[src/rtl/pfmonitor_tbl.sv]
// Prefetch delta monitor: direct-mapped table of per-signature (delta, weight)
// slots, looked up at decode (result queued to the core) and trained at retire.

// One delta slot's training rule: reinforce a matching delta, decay a mismatch,
// and replace the delta once its confidence has run out.
module pfmonitor_slot #(
  parameter int DELTA_W  = 8,
  parameter int WEIGHT_W = 3
) (
  input  logic                hit,
  input  logic                dvalid,
  input  logic [DELTA_W-1:0]  old_delta,
  input  logic [DELTA_W-1:0]  obs_delta,
  input  logic [WEIGHT_W-1:0] old_w,
  output logic [DELTA_W-1:0]  new_delta,
  output logic [WEIGHT_W-1:0] new_w
);
  localparam logic [WEIGHT_W-1:0] WMAX = '1;
  localparam logic [WEIGHT_W-1:0] WONE = WEIGHT_W'(1);

  // Next slot contents for an accepted retire; allocation wipes unobserved slots.
  always_comb begin
    new_delta = old_delta;
    new_w     = old_w;
    if (!hit) begin
      new_delta = dvalid ? obs_delta : '0;
      new_w     = dvalid ? WONE : '0;
    end else if (dvalid) begin
      if (obs_delta == old_delta) begin
        if (old_w != WMAX) new_w = old_w + WONE;
      end else if (old_w > WONE) begin
        new_w = old_w - WONE;
      end else begin
        new_delta = obs_delta;
        new_w     = WONE;
      end
    end
  end
endmodule

module pfmonitor_tbl #(
  parameter int PCSIGN_W   = 12,
  parameter int ROBID_W    = 6,
  parameter int DELTA_W    = 8,
  parameter int WEIGHT_W   = 3,
  parameter int NDELTA     = 4,
  parameter int ENTRIES    = 16,
  parameter int PRED_DEPTH = 2
) (
  input  logic                          clk,
  input  logic                          reset,
  input  logic                          dec_valid,
  output logic                          dec_retry,
  input  logic [PCSIGN_W-1:0]           dec_pcsign,
  input  logic [ROBID_W-1:0]            dec_rid,
  input  logic                          ret_valid,
  output logic                          ret_retry,
  input  logic [PCSIGN_W-1:0]           ret_pcsign,
  input  logic [NDELTA-1:0]             ret_dvalid,
  input  logic [NDELTA*DELTA_W-1:0]     ret_delta,
  input  logic                          flush,
  output logic                          pred_valid,
  input  logic                          pred_retry,
  output logic [$clog2(ENTRIES)-1:0]    pred_pfentry,
  output logic                          pred_hit,
  output logic [NDELTA*ROBID_W-1:0]     pred_rid,
  output logic [NDELTA*DELTA_W-1:0]     pred_delta,
  output logic [NDELTA*WEIGHT_W-1:0]    pred_w,
  output logic [15:0]                   stat_lookups,
  output logic [15:0]                   stat_hits
);
  localparam int IDX_W = $clog2(ENTRIES);
  localparam int TAG_W = PCSIGN_W - IDX_W;
  localparam int PTR_W = (PRED_DEPTH > 1) ? $clog2(PRED_DEPTH) : 1;
  localparam int CNT_W = $clog2(PRED_DEPTH + 1);

  typedef logic [NDELTA-1:0][DELTA_W-1:0]  delta_vec_t;
  typedef logic [NDELTA-1:0][WEIGHT_W-1:0] w_vec_t;
  typedef logic [NDELTA-1:0][ROBID_W-1:0]  rid_vec_t;

  typedef struct packed {
    logic [IDX_W-1:0] pfentry;
    logic             hit;
    rid_vec_t         rid;
    delta_vec_t       delta;
    w_vec_t           w;
  } pred_t;

  // Table state
  logic [ENTRIES-1:0] tbl_vld;
  logic [TAG_W-1:0]   tbl_tag   [ENTRIES];
  delta_vec_t         tbl_delta [ENTRIES];
  w_vec_t             tbl_w     [ENTRIES];

  // Prediction FIFO state
  pred_t              fifo_q [PRED_DEPTH];
  logic [PTR_W-1:0]   rd_ptr, wr_ptr;
  logic [CNT_W-1:0]   count;

  // Decode side
  logic [IDX_W-1:0]   dec_idx;
  logic [TAG_W-1:0]   dec_tag;
  logic               push, pop;
  pred_t              push_data;

  // Retire side
  logic [IDX_W-1:0]   ret_idx;
  logic [TAG_W-1:0]   ret_tag;
  logic               ret_fire, ret_hit;
  delta_vec_t         obs_delta, new_delta;
  w_vec_t             new_w;

  function automatic logic [PTR_W-1:0] ptr_inc(input logic [PTR_W-1:0] p);
    return (p == PTR_W'(PRED_DEPTH - 1)) ? '0 : p + PTR_W'(1);
  endfunction

  // dec_retry depends only on the registered fill level, never on pred_retry.
  assign dec_retry = (count == CNT_W'(PRED_DEPTH));
  assign ret_retry = flush;
  assign push      = dec_valid && !dec_retry;
  assign pred_valid = (count != '0);
  assign pop       = pred_valid && !pred_retry;
  assign ret_fire  = ret_valid && !ret_retry;

  assign dec_idx = dec_pcsign[IDX_W-1:0];
  assign dec_tag = dec_pcsign[PCSIGN_W-1:IDX_W];
  assign ret_idx = ret_pcsign[IDX_W-1:0];
  assign ret_tag = ret_pcsign[PCSIGN_W-1:IDX_W];
  assign ret_hit = tbl_vld[ret_idx] && (tbl_tag[ret_idx] == ret_tag);
  assign obs_delta = ret_delta;

  // Combinational lookup of the pre-write table; misses report all-zero slots.
  always_comb begin
    push_data         = '0;
    push_data.pfentry = dec_idx;
    push_data.hit     = tbl_vld[dec_idx] && (tbl_tag[dec_idx] == dec_tag);
    for (int k = 0; k < NDELTA; k++)
      push_data.rid[k] = dec_rid + ROBID_W'(k);
    if (push_data.hit) begin
      push_data.delta = tbl_delta[dec_idx];
      push_data.w     = tbl_w[dec_idx];
    end
  end

  for (genvar k = 0; k < NDELTA; k++) begin : g_slot
    pfmonitor_slot #(.DELTA_W(DELTA_W), .WEIGHT_W(WEIGHT_W)) u_slot (
      .hit       (ret_hit),
      .dvalid    (ret_dvalid[k]),
      .old_delta (tbl_delta[ret_idx][k]),
      .obs_delta (obs_delta[k]),
      .old_w     (tbl_w[ret_idx][k]),
      .new_delta (new_delta[k]),
      .new_w     (new_w[k])
    );
  end

  // Table update: flush clears valid bits and blocks retire in the same cycle.
  always_ff @(posedge clk or posedge reset) begin
    if (reset) begin
      tbl_vld <= '0;
      for (int i = 0; i < ENTRIES; i++) begin
        tbl_tag[i]   <= '0;
        tbl_delta[i] <= '0;
        tbl_w[i]     <= '0;
      end
    end else if (flush) begin
      tbl_vld <= '0;
    end else if (ret_fire) begin
      tbl_vld[ret_idx]   <= 1'b1;
      tbl_tag[ret_idx]   <= ret_tag;
      tbl_delta[ret_idx] <= new_delta;
      tbl_w[ret_idx]     <= new_w;
    end
  end

  // In-order prediction FIFO; storage is cleared so outputs read zero after reset.
  always_ff @(posedge clk or posedge reset) begin
    if (reset) begin
      rd_ptr <= '0;
      wr_ptr <= '0;
      count  <= '0;
      for (int i = 0; i < PRED_DEPTH; i++) fifo_q[i] <= '0;
    end else begin
      if (push) begin
        fifo_q[wr_ptr] <= push_data;
        wr_ptr         <= ptr_inc(wr_ptr);
      end
      if (pop) rd_ptr <= ptr_inc(rd_ptr);
      count <= count + CNT_W'(push) - CNT_W'(pop);
    end
  end

  // Saturating lookup/hit counters over accepted decodes.
  always_ff @(posedge clk or posedge reset) begin
    if (reset) begin
      stat_lookups <= '0;
      stat_hits    <= '0;
    end else if (push) begin
      if (stat_lookups != 16'hFFFF) stat_lookups <= stat_lookups + 16'd1;
      if (push_data.hit && stat_hits != 16'hFFFF) stat_hits <= stat_hits + 16'd1;
    end
  end

  assign pred_pfentry = fifo_q[rd_ptr].pfentry;
  assign pred_hit     = fifo_q[rd_ptr].hit;
  assign pred_rid     = fifo_q[rd_ptr].rid;
  assign pred_delta   = fifo_q[rd_ptr].delta;
  assign pred_w       = fifo_q[rd_ptr].w;
endmodule

[config.mk]
export PLATFORM = sky130hd
export DESIGN_NAME = pfmonitor_tbl
export DESIGN_NICKNAME = d
export VERILOG_FILES = /design/src/rtl/pfmonitor_tbl.sv
export SDC_FILE = /design/constraint.sdc
export NUM_CORES = 2
export LEC_CHECK = 0
export BUFFER_PORTS_ARGS = -buffer_cell sky130_fd_sc_hd__buf_2
export CORE_AREA = 3 3 339 341
export DETAILED_ROUTE_END_ITERATION = 8
export DIE_AREA = 0 0 342 344
export PLACE_DENSITY = 0.72
export SLEW_MARGIN = 20
export SYNTH_ARGS = -nofsm -noshare
export SYNTH_HDL_FRONTEND = slang
export SYNTH_SLANG_ARGS = --single-unit
[constraint.sdc]
create_clock -name clk -period 46.8 [get_ports clk]
set_input_delay 2.34 -clock clk [delete_from_list [all_inputs] [get_ports clk]]
set_output_delay 2.34 -clock clk [all_outputs]
set_load 0.01 [all_outputs]
== After elaboration in Yosys (flattened, before gate mapping) ==
Cells that the tools add are included.
Storage, ports and cells
  register bits: 1030
  bits in latches: 0
  RAM bits: 0
  memory bits (read-only): 0
  input port bits: 72
  output and inout bits: 108
  word-level logic and storage cells: 332
  memories kept: 0
Cells by class
  add/sub/neg operators: 17
  multipliers: 0
  divide/modulo/power cells: 0
  order comparisons: 13
  equal/unequal tests: 13
  shift-type cells: 0
  muxes and demuxes: 88
  bitwise gates (word level): 6
  reductions and logical operators: 17
Operators by type and width (count)
  512-bit bitwise mux: 1
  73-bit two-way mux: 4
  32-bit binary-select mux with 4-bit select: 2
  8-bit two-way mux: 25
  192-bit bitwise mux: 1
  32-bit two-way mux: 5
  146-bit bitwise mux: 1
  128-bit bitwise mux: 1
  32-bit demux with 4-bit select: 1
  12-bit binary-select mux with 4-bit select: 2
  73-bit demux with 1-bit select: 1
  8-bit binary-select mux with 4-bit select: 2
  12-bit two-way mux: 5
  3-bit two-way mux: 20
  12-bit demux with 4-bit select: 1
  8-bit == test: 6
  44-bit two-way mux: 1
  16-bit by 1-bit adder with 16-bit output (second input constant): 2
  8-bit demux with 4-bit select: 1
  16-bit two-way mux: 2
  16-bit != test (second input constant): 2
  16-bit bitwise OR: 1
  3-bit by 1-bit adder with 3-bit output (second input constant): 4
  6-bit by 2-bit adder with 6-bit output (second input constant): 2
  24 further kinds: 61

== Depth between registers and ports, before layout ==
  depth in word-level cells: 10
  gate-level depth with buffers: 17
  mapped depth without buffers: 9

== Modules after synthesis ==
From an unflattened synthesis, not the netlist that was laid out.
Unflattened totals
  cell total of the unflattened synthesis: 3695
  area total of the unflattened synthesis: 54229.5 µm²
By module, submodules not included
  pfmonitor_tbl: times used 1, cells each 3483, area an instance 52562.9 µm², seq. area each 25674.6 µm²
  pfmonitor_slot: times used 4, cells each 53, area an instance 416.6 µm², seq. area each 0.0 µm²

== Worst setup path after synthesis ==
No wires, ideal clock.
  kind: input-to-reg
  from: input ret_pcsign[0]
  to: register tbl_w[106] (netlist name)
  library setup time: 0.133 ns
  arrival time: 5.766 ns
  data required time: 46.667 ns
  setup slack: 40.901 ns
  stages: 13
  buffers on the path: 6
  cell sequence: buf_4 > buf_4 > buf_2 > buf_2 > buf_2 > mux4_2 > mux4_2 > ha_1 > nand2_1 > a21oi_1 > o311ai_0 > clkbuf_1 > o21ai_0
On the way
  longest elaborated chain between the ends: 10
  elaborated cells on any way between the ends: 30
  those cells by class: 2 x add/sub; 3 x order compare; 3 x eq/ne; 19 x mux; 1 x bitwise; 2 x reduce/logical
Ends and longest elaborated chain
  from (decl): line 58  | input logic [PCSIGN_W-1:0] ret_pcsign,
  4-bit inverter with 5-bit output (implied by the code)
  12-bit binary-select mux with 4-bit select: line 151  | .old_w (tbl_w[ret_idx][k]),
  12-bit two-way mux (implied by the code) (2 in series): line 151
  3-bit by 1-bit subtractor with 3-bit output, or another cell as far along: line 32  | new_w = old_w - WONE;
  3-bit two-way mux (on tied branches): line 31, 30
  3-bit two-way mux: line 29  | if (obs_delta == old_delta) begin
  3-bit two-way mux: line 28  | end else if (dvalid) begin
  3-bit two-way mux: line 25  | if (!hit) begin
  192-bit bitwise mux *: line 172  | tbl_w[ret_idx] <= new_w;
  to (signal, indexed assignment): line 172
  to (decl): line 93  | w_vec_t tbl_w [ENTRIES];
Mark *: on every way between the ends. The rest lies on a longest branch, timed or not. The select of a mux whose other input is x is not followed.
A chain may end at the register's enable or synchronous reset.

== Worst setup path in the final report ==
  from: input ret_pcsign[0]
  to: register tbl_delta[466] (netlist name)
On the way
  longest elaborated chain between the ends: 10
  elaborated cells on any way between the ends: 26
  those cells by class: 3 x order compare; 2 x eq/ne; 18 x mux; 1 x bitwise; 2 x reduce/logical
Ends and longest elaborated chain
  4-bit inverter with 5-bit output (implied by the code)
  12-bit binary-select mux with 4-bit select: line 151
  12-bit two-way mux (2 in series)
  3-bit by 1-bit greater-than comparator with 1-bit output: line 31  | end else if (old_w > WONE) begin
  8-bit two-way mux: line 31
  8-bit two-way mux: line 29
  8-bit two-way mux: line 28
  8-bit two-way mux: line 25
  512-bit bitwise mux *: line 171  | tbl_delta[ret_idx] <= new_delta;
  to (signal, indexed assignment): line 171
  to (decl): line 92  | delta_vec_t tbl_delta [ENTRIES];
Marked as above.

==> impl_metrics.json <==
{
  "status": "finished, final reports clean",
  "path_class": "input pin to flip-flop",
  "worstPathArrival_ns": 8.62,
  "slew_headroom": 0.2026,
  "hold_class": "flip-flop to flip-flop",
  "period_share": 0.1716,
  "worstMarginPinSlew_ns": 1.193,
  "ant_nets": 0,
  "vias_per_cell": 6.791,
  "synth_top_cell_area_share": 0.4599,
  "synth_edf_count": 0,
  "p_total_uw": 2718,
  "clock_latency_ns": 0.73,
  "fin_hold_ws_ns": 0.4715,
  "placed_cell_area_mm2": 0.05736,
  "stdcell_count": 6523,
  "syn-cell-area_mm2": 0.05582,
  "overflow": 0,
  "syn_nets": 5118,
  "gr-usage-all-layers": 0.2979,
  "ctsResizeCount": 0,
  "syn2layout_area_growth_pct": 9.208,
  "ioPinCount": 180,
  "tns_ns": 0,
  "fin_skew_ns": 0.04468,
  "period_minus_slack_ns": 8.030,
  "dp_cells": 6321,
  "endpoint_kind": "flip-flop",
  "wirelength_mm": 177.1,
  "fmax_ghz": 0.1245,
  "cts.sink_count": 1026,
  "cts_tree": "done",
  "finalMaxSlewViolations": 0,
  "design_area_mm2": 0.06096,
  "core_area_mm2": 0.1122,
  "startpoint_type": "input pin",
  "yosysUniqueCellTypes": 64,
  "placement.io_buffers": 179,
  "dr.first_iter.drc_count": 6003,
  "path_max_fanout": 54,
  "power.density_mw_per_mm2": 44.58,
  "vias": 44300,
  "syn_inst": 5030,
  "nets": 5018,
  "max-vdd-ir-drop_v": 0.00003066,
  "drc": 0,
  "cts-hold-fix-buffers": 0,
  "dieArea_mm2": 0.1176,
  "rsz0062_at_grt": "false",
  "cts_root_buffer": "clkbuf_16",
  "grt_max_degree": 185,
  "grt_pass1_vias": 43280,
  "die_h_um": 344,
  "async_flop_share": 1.000,
  "ys_warn_count": 0,
  "synth_flop_cell": "dfrtp_1",
  "r2r_setup_slack_ns": 42.38,
  "drive_above_1_share": 0.2357,
  "antenna_found_initial": 26,
  "start_util": 0.4976,
  "wl_per_cell_um": 27.15,
  "grt_pass1_wl_mm": 267.9,
  "synth_area_leader_cell": "dfrtp_1",
  "cts_buffer_depth": 3,
  "hpwl_mm": 106.7,
  "critPathRequiredTime_ns": 47.39,
  "p_leak_uw": 0.02572,
  "setup_viol_count_final": 0,
  "clk_pin_slew_ns": 0.06,
  "synthTopCellsByArea": "dfrtp_1 (46%), mux4_2 (17%), a31oi_1 (5.8%), mux2_2 (4.7%), nor2_1 (4.4%)",
  "synth-seq-area-share": 0.4599,
  "fp.dieW_um": 342,
  "row_count": 123,
  "synth.avg_cell_area_um2": 11.10,
  "cts_setup_buffers": 0,
  "cap_violations": 0,
  "cts_max_level": 3,
  "synth-seq-cells": 1026,
  "hold_viol": 0,
  "drt_first_pass_iters": 6,
  "routabilityCongestion": 0.8857,
  "cts_made_buffers": 106
}
-- layout by cell type, fill, tap and decap left out, types with 31 or more instances in the layout --
cell type and count:
nor3_1 40, a21oi_1 34, mux2_2 233, clkbuf_16 108, nor2_1 643, buf_2 171, a221oi_1 72, inv_1 45
mux4_2 433, mux2i_1 99, nand4_1 32, nor2b_1 55, nand3_1 63, buf_4 76, xnor2_1 69, nand2_1 641
o21ai_0 222, xor2_1 31, a31oi_1 516, dfrtp_1 1025
-- per-layer routing --
metal	track usage	routed length, um
met5	0	86
met4	0.1454	9229
met3	0.08857	23220
met2	0.4514	79000
met1	0.3945	65590
-- final cells by class --
type	instances	area, um^2
Multi-Input combinational cell	3486	28000
Timing Repair Buffer	259	1619
Clock buffer	152	3088
Clock inverter	32	457.9
Antenna cell	17	42.54
Fill cell	9379	51230
Inverter	51	200.2
Sequential cell	1026	25680
Tap cell	1500	1877
-- metrics by stage --
stage / utilization / setup WS, ns
global placement: 0.5112 / 38.41
global route: 0.5431 / 38.65
finish: 0.5434 / 38.77
detailed placement: 0.5112 / 38.37
CTS: 0.5429 / 39.10
floorplan: - / 15.59
-- registers in the layout, summed over array words and instances, names as in the netlist --
| signal | cells |
|---|---|
| tbl_delta | 512 |
| tbl_w | 192 |
| fifo_q | 142 |
| tbl_tag | 128 |
| stat_hits | 16 |
| stat_lookups | 16 |
| tbl_vld | 16 |
| count | 2 |
| rd_ptr | 1 |
| wr_ptr | 1 |
-- worst max-delay path, cell delays in order --
cell and delay (ns):
buf_6 0.54, buf_4 0.63, clkinv_2 0.93, buf_4 0.68, mux2i_1 0.37, xor2_1 0.27, a41oi_1 0.55, o311ai_2 1.02
nand4_1 0.73, a31oi_1 0.40
-- cell families (layout without fill, tap and decap cells) --
group | after synthesis | count (layout) | synth area share
AND/OR/NAND/NOR | 1592 | 1592 | 0.1186
flip-flops | 1026 | 1026 | 0.4599
AO/OA/AOI/OAI | 1013 | 1013 | 0.1210
multiplexers | 765 | 765 | 0.2395
buffers and inverters | 518 | 494 | 0.04180
XOR/XNOR | 100 | 100 | 0.01569
adder cells (fa/ha/maj) | 16 | 16 | 0.003586
other | 0 | 17 | 0
-- Yosys cell counts (10+ instances only) --
master and n:
xnor2_1 69, a21oi_1 35, nor3_1 45, nor2b_1 55, nand3_1 64, clkbuf_1 301, inv_1 48, nor2_1 657
nand2_1 641, or4_1 12, mux4_2 433, buf_1 18, o211ai_2 24, buf_4 34, buf_6 19, a311oi_1 12
o22ai_1 29, o21ai_0 222, xor2_1 31, a31oi_1 516, a22oi_1 14, o311ai_0 12, nor2_2 10, and3_1 18
o211ai_1 15, a221oi_1 72, a2111oi_0 12, ha_1 16, mux2i_1 99, buf_2 95, nand4_1 32, dfrtp_1 1026
mux2_2 233, nor4_1 24
-- final timing paths --
check,cells after the start,end,start
setup / recovery,10,tbl_delta[466]$_DFFE_PP0P_,ret_pcsign[0]
hold / removal,2,fifo_q[122]$_DFFE_PP0P_,fifo_q[122]$_DFFE_PP0P_
setup reg to reg,8,tbl_delta[160]$_DFFE_PP0P_,tbl_delta[228]$_DFFE_PP0P_
hold reg to reg,2,fifo_q[122]$_DFFE_PP0P_,fifo_q[122]$_DFFE_PP0P_
max in group asynchronous,4,fifo_q[14]$_DFFE_PP0P_,reset
min in group asynchronous,2,fifo_q[0]$_DFFE_PP0P_,reset
-- where the power goes --
part           internal [uW]  leakage, uW  switching [uW]  total [uW]
combinational            323       0.0110             320         643
sequential              1060       0.0130             142        1200
clock                    511      0.00175             366         876
total                   1890       0.0257             828        2720
(Power assumes the default switching activity.)
